`src/rtl/rs232_tx_feeder.sv`:
```
// rs232_tx_feeder: byte FIFO feeding an RS-232 transmitter through its
// send/sending handshake. One byte is launched at a time. A new launch only
// happens in IDLE while the transmitter reports not-sending, so the
// transmitter can never be overrun. Host-side drops and missing send
// acknowledgements are reported through sticky flags.
//
// Handshake (tx side): tx_send is a one-cycle registered pulse issued from
// LAUNCH. tx_data is valid in that cycle and is held until the next pop. The
// transmitter is expected to raise tx_sending within START_TIMEOUT+1 cycles
// after the pulse and to hold it high for the whole frame.
`timescale 1ns/1ps
module rs232_tx_feeder #(
  parameter int AW            = 4,
  parameter int START_TIMEOUT = 15
) (
  input  logic          clk,
  input  logic          reset,
  input  logic [7:0]    wr_data,
  input  logic          wr_en,
  output logic          full,
  output logic          empty,
  output logic [AW:0]   count,
  input  logic          flush,
  input  logic          ovf_clr,
  output logic          wr_ovf,
  output logic          start_err,
  output logic [7:0]    tx_data,
  output logic          tx_send,
  input  logic          tx_sending,
  output logic          busy,
  output logic [1:0]    dbg_state
);

  localparam int          DEPTH    = 1 << AW;
  localparam logic [AW:0] FULL_CNT = (AW+1)'(DEPTH);
  localparam logic [3:0]  TMO_LOAD = 4'(START_TIMEOUT);

  typedef enum logic [1:0] {
    IDLE       = 2'd0,
    LAUNCH     = 2'd1,
    WAIT_START = 2'd2,
    WAIT_DONE  = 2'd3
  } state_t;

  state_t          state_q, state_d;
  logic [AW-1:0]   wr_ptr_q, wr_ptr_d;
  logic [AW-1:0]   rd_ptr_q, rd_ptr_d;
  logic [AW:0]     count_q, count_d;
  logic            wr_ovf_q, wr_ovf_d;
  logic            start_err_q, start_err_d;
  logic [7:0]      tx_data_q, tx_data_d;
  logic            tx_send_q, tx_send_d;
  logic [3:0]      tmo_q, tmo_d;
  logic            start_err_set;
  logic [7:0]      mem [DEPTH];

  logic full_w;
  logic wr_accept;
  logic pop;

  // Full is taken from the registered count, so a write in the same cycle as
  // a pop from a full FIFO is still rejected. Flush wins over both ports.
  assign full_w    = (count_q == FULL_CNT);
  assign wr_accept = wr_en && !full_w && !flush;
  assign pop       = (state_q == IDLE) && (count_q != '0) && !tx_sending && !flush;

  // Launch sequencer: next state, timeout counter and the byte to present.
  always_comb begin
    state_d       = state_q;
    tmo_d         = tmo_q;
    tx_data_d     = tx_data_q;
    start_err_set = 1'b0;
    case (state_q)
      IDLE: begin
        if (pop) begin
          state_d   = LAUNCH;
          tx_data_d = mem[rd_ptr_q];
        end
      end
      LAUNCH: begin
        tmo_d   = TMO_LOAD;
        state_d = WAIT_START;
      end
      WAIT_START: begin
        if (tx_sending) begin
          state_d = WAIT_DONE;
        end else if (tmo_q == '0) begin
          start_err_set = 1'b1;
          state_d       = IDLE;
        end else begin
          tmo_d = tmo_q - 4'd1;
        end
      end
      WAIT_DONE: begin
        if (!tx_sending) state_d = IDLE;
      end
      default: state_d = IDLE;
    endcase
    tx_send_d = (state_d == LAUNCH);
  end

  // FIFO pointers, occupancy and sticky flags (set has priority over clear).
  always_comb begin
    wr_ptr_d    = wr_ptr_q;
    rd_ptr_d    = rd_ptr_q;
    count_d     = count_q;
    wr_ovf_d    = (wr_ovf_q && !ovf_clr) || (wr_en && full_w && !flush);
    start_err_d = (start_err_q && !ovf_clr) || start_err_set;
    if (flush) begin
      wr_ptr_d = '0;
      rd_ptr_d = '0;
      count_d  = '0;
    end else begin
      if (wr_accept) wr_ptr_d = wr_ptr_q + AW'(1);
      if (pop)       rd_ptr_d = rd_ptr_q + AW'(1);
      case ({wr_accept, pop})
        2'b10:   count_d = count_q + (AW+1)'(1);
        2'b01:   count_d = count_q - (AW+1)'(1);
        default: count_d = count_q;
      endcase
    end
  end

  // State and control registers with synchronous reset.
  always_ff @(posedge clk) begin
    if (reset) begin
      state_q     <= IDLE;
      wr_ptr_q    <= '0;
      rd_ptr_q    <= '0;
      count_q     <= '0;
      wr_ovf_q    <= 1'b0;
      start_err_q <= 1'b0;
      tx_data_q   <= '0;
      tx_send_q   <= 1'b0;
      tmo_q       <= '0;
    end else begin
      state_q     <= state_d;
      wr_ptr_q    <= wr_ptr_d;
      rd_ptr_q    <= rd_ptr_d;
      count_q     <= count_d;
      wr_ovf_q    <= wr_ovf_d;
      start_err_q <= start_err_d;
      tx_data_q   <= tx_data_d;
      tx_send_q   <= tx_send_d;
      tmo_q       <= tmo_d;
    end
  end

  // Storage array; contents are don't-care after reset, so no reset here.
  always_ff @(posedge clk) begin
    if (wr_accept) mem[wr_ptr_q] <= wr_data;
  end

  assign full      = full_w;
  assign empty     = (count_q == '0);
  assign count     = count_q;
  assign wr_ovf    = wr_ovf_q;
  assign start_err = start_err_q;
  assign tx_data   = tx_data_q;
  assign tx_send   = tx_send_q;
  assign busy      = (state_q != IDLE) || (count_q != '0);
  assign dbg_state = state_q;

endmodule

```
`config.mk`:
```
export PLATFORM = sky130hd
export DESIGN_NAME = rs232_tx_feeder
export DESIGN_NICKNAME = d
export VERILOG_FILES = /design/src/rtl/rs232_tx_feeder.sv
export SDC_FILE = /design/constraint.sdc
export NUM_CORES = 1
export LEC_CHECK = 0
export ABC_CLOCK_PERIOD_IN_PS = 2900
export BUFFER_PORTS_ARGS = -buffer_cell sky130_fd_sc_hd__buf_2
export CAP_MARGIN = 30
export CORE_MARGIN = 3
export CORE_UTILIZATION = 49
export CTS_BUF_LIST = sky130_fd_sc_hd__clkbuf_8
export DETAILED_ROUTE_END_ITERATION = 16
export PLACE_DENSITY = 0.69
export SYNTH_ARGS = -nofsm -noshare
export SYNTH_HDL_FRONTEND = slang
export SYNTH_SLANG_ARGS = --single-unit
```
`constraint.sdc`:
```
create_clock -name clk -period 2.9 [get_ports clk]
set_input_delay 0.29 -clock clk [delete_from_list [all_inputs] [get_ports clk]]
set_output_delay 0.29 -clock clk [all_outputs]
set_load 0.01 [all_outputs]
```
==> flow_metrics.tcl, run 1 <==
set metrics [dict create \
    status "finished, final reports clean" \
    yosysWarningCount 0 \
    crit_fanout 9 \
    synth_cells 433 \
    top_layer_used "met4" \
    async_flop_share 0 \
    grt_overflow 0 \
    vias 3758 \
    antenna_found_initial 0 \
    netlist_area_mm2 0.00646 \
    vias_per_cell 5.63 \
    ys_types 43 \
    synthFlopType "edfxtp_1" \
    io_pins 35 \
    power.density_mw_per_mm2 586 \
    muxShareOfSynthArea 0.108 \
    grt_max_degree 34 \
    wirelength_um 13100 \
    h-tree-depth 4 \
    drt-wirelength-per-cell_um 19.5 \
    grt_pass1_wl_um 20600 \
    cp.arrival_ns 2.93 \
    die_h_um 121 \
    wl_met1_um 5840 \
    setup_viol 0 \
    synth_seq_area_share 0.688 \
    synth_top_area_frac 0.595 \
    synth.net_count 457 \
    fin_crit_sh 0.892 \
    clock-root-buffer "clkbuf_8" \
    max_freq_mhz 386 \
    clock_path_buffers 2 \
    cts.sinks 158 \
    synth_xor_area_frac 0.0149 \
    worstMarginPinSlew_ns 0.801 \
    clk_latency_ns 0.46 \
    drtAntennaViolNets 0 \
    synth_top_family_by_area "multiplexers" \
    portBuffers 34 \
    yosys.area_share.simple 0.0813 \
    timing_hold_violations_final 0 \
    fin_ws_ns 0.312 \
    cap_violations 0 \
    nets 507 \
    synth-edff-count 128 \
    required_ns 3.24 \
    syn_avg_cell_area_um2 14.9 \
    clock_skew_ns 0.0137 \
    drcViolationCount 0 \
    fin_setup_tns_ns 0 \
    start_kind "register" \
    p_total_w 0.00428 \
    cts_setup_buffers 0 \
    syn2layout_area_growth_pct 13.0 \
    relSlewSlack 0.464 \
    design.core.area_mm2 0.0128 \
    hpwl_um 8630 \
    cellLeakagePower_nw 2.40 \
    pre_cts_slack_ns 0.259 \
    tritoncts "yes" \
    post_cts_resized 0 \
    hold_path.class "in2reg" \
    ir_worst_vdd_v 0.000291 \
    synthTopCellsByArea "edfxtp_1 59%, dfxtp_1 9.3%, mux2i_1 7.0%" \
    std_cell_rows 41 \
    initial_core_util 0.506 \
    die_w_um 121 \
    crit_path_end_kind "register" \
    rsz0062_at_grt "no" \
    ys_ff_latch 158 \
    track_usage 0.194 \
    synth_compound_area_frac 0.0639 \
    cts_hold_buffers 0 \
    met2_length_um 6000 \
    die-area_mm2 0.0146 \
    synth_top_area_cell "edfxtp_1" \
    grt_pass1_vias 3679 \
    drtIter0Drc 434 \
    period_minus_slack_ns 2.59 \
    drtPass1Iterations 5 \
    n_antenna_cell 0 \
    crit_type "reg2reg" \
    wl_met3_um 867 \
    cts.reportedPaths.clkPinSlew_ns 0.08 \
    cts_buffers 17 \
    yosys.area_share.adder 0.0194 \
    slew_violations 0 \
    drive_above_1_share 0.214 \
    gp_congestion 0.838 \
]
-- per-layer routing --
layer	vias to the layer above	track usage
met5	-	0
met4	0	0.0984
met1	1862	0.262
met3	23	0.0529
met2	136	0.288
li1	1737	-
-- synth_stat cells (2+ instances only) --
library cell	number
edfxtp_1	128
nor2_1	46
mux2i_1	45
dfxtp_1	30
nand2_1	24
o22ai_1	22
nor3_1	13
mux4_2	11
ha_1	10
a21oi_1	9
inv_1	9
buf_2	7
clkbuf_1	7
buf_4	6
xor2_1	6
a311oi_2	5
nand2b_1	5
o21ai_0	5
xnor2_1	5
nor2b_1	4
a211oi_1	3
nand4_1	3
or3_1	3
a211o_1	2
a22oi_1	2
and2_1	2
buf_1	2
nand3b_1	2
nor4_1	2
nor4bb_1	2
-- report_power, final --
group,switching [W],internal [W],leakage (nW)
logic,0.0000861,0.0000381,0.803
clock network,0.000785,0.000908,0.205
registers,0.00000800,0.00246,1.40
total,0.000879,0.00340,2.40
-- through the flow --
step	hold WS, ns	instances	instance area (um^2)	util
finish	0.118	668	7300	0.572
global route	0.117	668	7300	0.572
CTS	0.0883	668	7300	0.572
detailed placement	0.484	636	6890	0.539
global placement	0.465	636	6890	0.539
floorplan	0.389	433	6460	-
-- flip-flops by register name, indices dropped and copies added (netlist names) --
signal / cells
count: 5
dbg_state: 2
mem: 128
rd_ptr_q: 4
start_err: 1
tmo_q: 4
tx_data: 8
tx_send: 1
wr_ovf: 1
wr_ptr_q: 4
-- path summary, 6_finish.rpt --
check        startpoint           end  slack (ns)  cells past startpoint
max            count[1]      count[4]        0.31                     10
min          tx_sending  dbg_state[0]        0.12                      3
max reg2reg    count[1]      count[4]        0.31                     10
min reg2reg    tmo_q[1]      tmo_q[1]        0.51                      2
-- final cells by class --
type | count | area (um^2)
clock buffers | 20 | 275
clock inverters | 12 | 143
fillers | 980 | 5470
inverters | 9 | 33.8
multi-input cells | 243 | 1860
flip-flops and latches | 158 | 4450
well taps | 172 | 215
repair buffers | 54 | 333
-- cell families (layout without fill, tap and decap cells) --
logic type	after synthesis	after routing
flip-flops	158	158
AND/OR/NAND/NOR	110	110
AO/OA/AOI/OAI	56	56
multiplexers	56	56
buffers and inverters	32	95
XOR/XNOR	11	11
adder cells (fa/ha/maj)	10	10
-- critical path, stage by stage (launching register included) --
cell and delay, ns:
dfxtp_1 0.42, nor4_4 0.44, a21oi_4 0.10, ha_1 0.21, xor2_1 0.15, ha_1 0.23
a211o_1 0.29, a211o_1 0.29, a31oi_1 0.16, xnor2_1 0.14, nor2_1 0.05
-- placed cells by master (no fill, tap or decap), types with 10 or more instances in the layout --
cell type  count
buf_2         34
buf_4         19
nand2_1       24
inv_1         10
mux2i_1       45
mux4_2        11
edfxtp_1     128
ha_1          10
nor3_1        13
clkbuf_8      20
dfxtp_1       29
o22ai_1       22
nor2_1        46
(Power assumes the default switching activity.)
==> run 2, diff against run 1 <==
--- a/config.mk
+++ b/config.mk
@@ -9,10 +9,10 @@
 export BUFFER_PORTS_ARGS = -buffer_cell sky130_fd_sc_hd__buf_2
 export CAP_MARGIN = 30
 export CORE_MARGIN = 3
-export CORE_UTILIZATION = 49
+export CORE_UTILIZATION = 57
 export CTS_BUF_LIST = sky130_fd_sc_hd__clkbuf_8
 export DETAILED_ROUTE_END_ITERATION = 16
-export PLACE_DENSITY = 0.69
+export PLACE_DENSITY = 0.78
 export SYNTH_ARGS = -nofsm -noshare
 export SYNTH_HDL_FRONTEND = slang
 export SYNTH_SLANG_ARGS = --single-unit
==> flow_metrics.tcl, run 2 (same netlist as run 1, synthesis figures left out) <==
set metrics [dict create \
    slowest_delay_ns 0.44 \
    cts.reportedPaths.clkPinSlew_ns 0.08 \
    fillerInstances 756 \
    drtPass1Iterations 4 \
    drive_above_1_share 0.200 \
    h-tree-depth 4 \
    layout_commonest_cell "edfxtp_1" \
    path_cells "nor4_4, a21boi_2, inv_1, ha_1, xor2_1, ha_1, a211o_1, a211o_1, a31oi_1, xnor2_1, nor2_1" \
    gp_congestion 0.875 \
    io_pins 35 \
    start_kind "register" \
    max_freq_mhz 387 \
    design.core.area_mm2 0.0109 \
    period_minus_slack_ns 2.58 \
    hpwl_um 8560 \
    syn2layout_area_growth_pct 11.2 \
    crit_path_end_kind "register" \
    track_usage 0.212 \
    nets 507 \
    cts.sinks 158 \
    worstMarginPinSlew_ns 0.850 \
    setup_viol 0 \
    clk_latency_ns 0.45 \
    regMostFlops "mem" \
    antenna_found_initial 0 \
    die-area_mm2 0.0126 \
    fin_crit_sh 0.891 \
    largest_reg_flops 128 \
    crit_fanout 9 \
    drtIter0Drc 367 \
    required_ns 3.22 \
    p_total_w 0.00403 \
    fin_setup_tns_ns 0 \
    crit_type "reg2reg" \
    drcViolationCount 0 \
    timing_hold_violations_final 0 \
    relSlewSlack 0.431 \
    rsz0062_at_grt "no" \
    grt_pass1_vias 3613 \
    crit_path_top_delay_cell "nor4_4" \
    cp.arrival_ns 2.90 \
    wirelength_um 12500 \
    drt-wirelength-per-cell_um 19.8 \
    post_cts_resized 0 \
    cellLeakagePower_nw 2.38 \
    ir_worst_vdd_v 0.000518 \
    cts_buffers 17 \
    vias 3667 \
    status "finished, final reports clean" \
    clock-root-buffer "clkbuf_8" \
    grt_overflow 0 \
    std_cell_rows 38 \
    power.density_mw_per_mm2 561 \
    cts_hold_buffers 0 \
    grt_max_degree 29 \
    clock_path_buffers 2 \
    hold_path.class "in2reg" \
    cap_violations 0 \
    drtAntennaViolNets 0 \
    n_antenna_cell 0 \
    grt_pass1_wl_um 19900 \
    tritoncts "yes" \
    die_w_um 112 \
    slew_violations 0 \
    clock_skew_ns 0.0149 \
    final_cell_mix "128 x edfxtp_1, 46 x nor2_1, 45 x mux2i_1, 35 x buf_2, 29 x dfxtp_1" \
    initial_core_util 0.591 \
    vias_per_cell 5.78 \
    die_h_um 112 \
    cts_setup_buffers 0 \
    portBuffers 34 \
]
==> run 2: worst max-delay path: cells and delay by family, from the launching register on <==
kind            cells  cell delay [ns]
compound gates      4             0.85
simple gates        2             0.49
fa+ha+maj           2             0.42
flops               1             0.42
xor+xnor            2             0.21
buf+inv             1             0.09
==> run 2: routing by layer <==
layer	wire length [um]	vias to the layer above	GRT usage
li1	-	1745	-
met1	5370	1775	0.288
met2	6040	133	0.322
met3	876	14	0.0555
met4	262	0	0.101
met5	0	-	0
==> run 2: power by group <==
part           switching, W  internal [W]  leakage (nW)
Sequential       0.00000839       0.00246          1.40
Clock              0.000721      0.000727         0.181
Combinational     0.0000823     0.0000380         0.803
Total              0.000812       0.00322          2.38
==> run 2: through the flow <==
stage	cells	worst slack (ns)	instance area [um^2]	hold WS [ns]	util
finish	634	0.316	7190	0.138	0.657
global route	634	0.168	7190	0.157	0.657
CTS	634	0.304	7190	0.0921	0.657
detailed placement	604	0.267	6840	0.482	0.626
global placement	603	0.297	6840	0.470	0.625
floorplan	433	0.0859	6460	0.389	-
==> run 2: final timing paths <==
check	to	slack, ns	from	depth (start not counted)
setup / recovery	count[4]	0.32	count[1]	11
hold / removal	dbg_state[0]	0.14	tx_sending	3
setup reg to reg	count[4]	0.32	count[1]	11
hold reg to reg	start_err	0.50	start_err	2
==> run 2: area by class of cell <==
| type | instances | area (um^2) | area share |
|---|---|---|---|
| timing repair buffer | 54 | 330 | 0.0460 |
| sequential | 158 | 4450 | 0.619 |
| clock buffer | 17 | 234 | 0.0326 |
| inverter | 9 | 33.8 | 0.00470 |
| clock inverter | 13 | 109 | 0.0151 |
| multi-input combinational | 243 | 1860 | 0.259 |
| tap | 140 | 175 | 0.0244 |
==> run 3, diff against run 2 <==
--- a/config.mk
+++ b/config.mk
@@ -7,12 +7,14 @@
 export LEC_CHECK = 0
 export ABC_CLOCK_PERIOD_IN_PS = 2900
 export BUFFER_PORTS_ARGS = -buffer_cell sky130_fd_sc_hd__buf_2
-export CAP_MARGIN = 30
+export CAP_MARGIN = 5
+export CELL_PAD_IN_SITES_DETAIL_PLACEMENT = 1
+export CELL_PAD_IN_SITES_GLOBAL_PLACEMENT = 1
 export CORE_MARGIN = 3
-export CORE_UTILIZATION = 57
+export CORE_UTILIZATION = 48
 export CTS_BUF_LIST = sky130_fd_sc_hd__clkbuf_8
 export DETAILED_ROUTE_END_ITERATION = 16
-export PLACE_DENSITY = 0.78
+export PLACE_DENSITY_LB_ADDON = 0.1
 export SYNTH_ARGS = -nofsm -noshare
 export SYNTH_HDL_FRONTEND = slang
 export SYNTH_SLANG_ARGS = --single-unit
==> flow_metrics.tcl, run 3 (same netlist as run 1, synthesis figures left out) <==
set metrics [dict create \
    status "finished, final reports clean" \
    hold_path_depth 3 \
    clk_latency_ns 0.45 \
    setup_viol 0 \
    post_cts_resized 0 \
    start_kind "register" \
    drt-wirelength-per-cell_um 20.6 \
    slew_violations 0 \
    vias_per_cell 5.56 \
    cts_hold_buffers 0 \
    largest_reg_flops 128 \
    die_h_um 122 \
    grt_pass1_vias 3978 \
    required_ns 3.24 \
    relSlewSlack 0.559 \
    wirelength_um 13900 \
    cellLeakagePower_nw 2.42 \
    crit_cells 10 \
    design.core.area_mm2 0.0129 \
    crit_path_end_kind "register" \
    fin_setup_tns_ns 0 \
    worst_r2r_path_depth 10 \
    drtIter0Drc 222 \
    rsz0062_at_grt "no" \
    clock_skew_ns 0.0111 \
    p_total_w 0.00414 \
    std_cell_rows 41 \
    tritoncts "yes" \
    grt_max_degree 36 \
    antenna_found_initial 0 \
    cts.reportedPaths.clkPinSlew_ns 0.08 \
    hold_path.class "in2reg" \
    crit_path_top_delay_cell "nor4_4" \
    vias 3748 \
    cts_buffers 17 \
    crit_fanout 5 \
    h-tree-depth 4 \
    timing_hold_violations_final 0 \
    regMostFlops "mem" \
    cap_violations 0 \
    grt_pass1_wl_um 22100 \
    drcViolationCount 0 \
    slowest_delay_ns 0.45 \
    rrSetupSlack_ns 0.34 \
    layout_commonest_cell "edfxtp_1" \
    drtPass1Iterations 4 \
    die-area_mm2 0.0149 \
    n_antenna_cell 0 \
    track_usage 0.204 \
    ir_worst_vdd_v 0.000313 \
    initial_core_util 0.502 \
    worstMarginPinSlew_ns 0.660 \
    gp_congestion 0.762 \
    cts.sinks 158 \
    io_pins 35 \
    cp.arrival_ns 2.89 \
    critPathBufInv 0 \
    fin_crit_sh 0.882 \
    syn2layout_area_growth_pct 13.2 \
    hpwl_um 9500 \
    crit_type "reg2reg" \
    power.density_mw_per_mm2 566 \
    drive_above_1_share 0.219 \
    grt_overflow 0 \
    crit_family "compound AO/OA/AOI/OAI gates" \
    path_cells "nor4_4, a21oi_4, ha_1, xor2_1, ha_1, a211o_1, a211o_1, a31oi_1, xnor2_1, nor2_1" \
    drtAntennaViolNets 0 \
    period_minus_slack_ns 2.56 \
    clock-root-buffer "clkbuf_8" \
    max_freq_mhz 391 \
    final_cell_mix "128 x edfxtp_1, 46 x nor2_1, 45 x mux2i_1, 34 x buf_2, 29 x dfxtp_1" \
    die_w_um 122 \
    nets 513 \
    cts_setup_buffers 0 \
    portBuffers 34 \
    clock_path_buffers 2 \
]
==> run 3: changes by cell type in the layout (fill, tap and decap cells not counted) <==
cell / previous run / this run
clkinv_2: 3 / 1
buf_4: 18 / 25
inv_1: 11 / 10
clkinvlp_4: 1 / 2
clkinv_1: 5 / 3
inv_6: 0 / 2
clkinv_4: 0 / 4
buf_2: 35 / 34
==> run 3: worst reg2reg max path, cell delays in order (launching register included) <==
cell and delay, ns:
dfxtp_1 0.38, nor4_4 0.45, a21oi_4 0.10, ha_1 0.22
xor2_1 0.16, ha_1 0.22, a211o_1 0.28, a211o_1 0.29
a31oi_1 0.17, xnor2_1 0.14, nor2_1 0.05
==> run 3: path summary, 6_finish.rpt <==
check / end / start
worst min-delay path: dbg_state[0] / tx_sending
worst max-delay path: count[4] / count[0]
worst max register to register: count[4] / count[0]
worst min register to register: tx_data[7] / tx_data[7]
==> run 3: report_power, final <==
part	internal [W]	total, W	switching [W]
Combinational	0.0000386	0.000123	0.0000846
Sequential	0.00246	0.00246	0.00000711
Clock	0.000760	0.00155	0.000792
Total	0.00325	0.00414	0.000884
==> run 3: metal layers <==
metal	GRT usage	part of all wire	routed length [um]
met4	0.0693	0.012	170
met1	0.274	0.44	6130
met3	0.0469	0.051	711
met2	0.332	0.49	6860
met5	0	0	0
==> run 3: cell type report <==
type                            count  area, um^2
Clock buffer                       17         234
Tap cell                          172         215
Sequential cell                   158        4450
Fill cell                        1258        5560
Timing Repair Buffer               60         378
Clock inverter                     15         148
Multi-Input combinational cell    243        1860
Inverter                            9        33.8
==> run 3: per-stage QoR <==
step	setup WS (ns)	cell area, um^2	std cells	util	hold WS, ns
after floorplan	0.0859	6460	433	-	0.389
after CTS	0.314	7310	674	0.568	0.111
after global routing	0.179	7310	674	0.568	0.139
after detailed placement	0.246	6930	642	0.538	0.489
after global placement	0.287	6930	642	0.538	0.468
final	0.342	7310	674	0.568	0.144
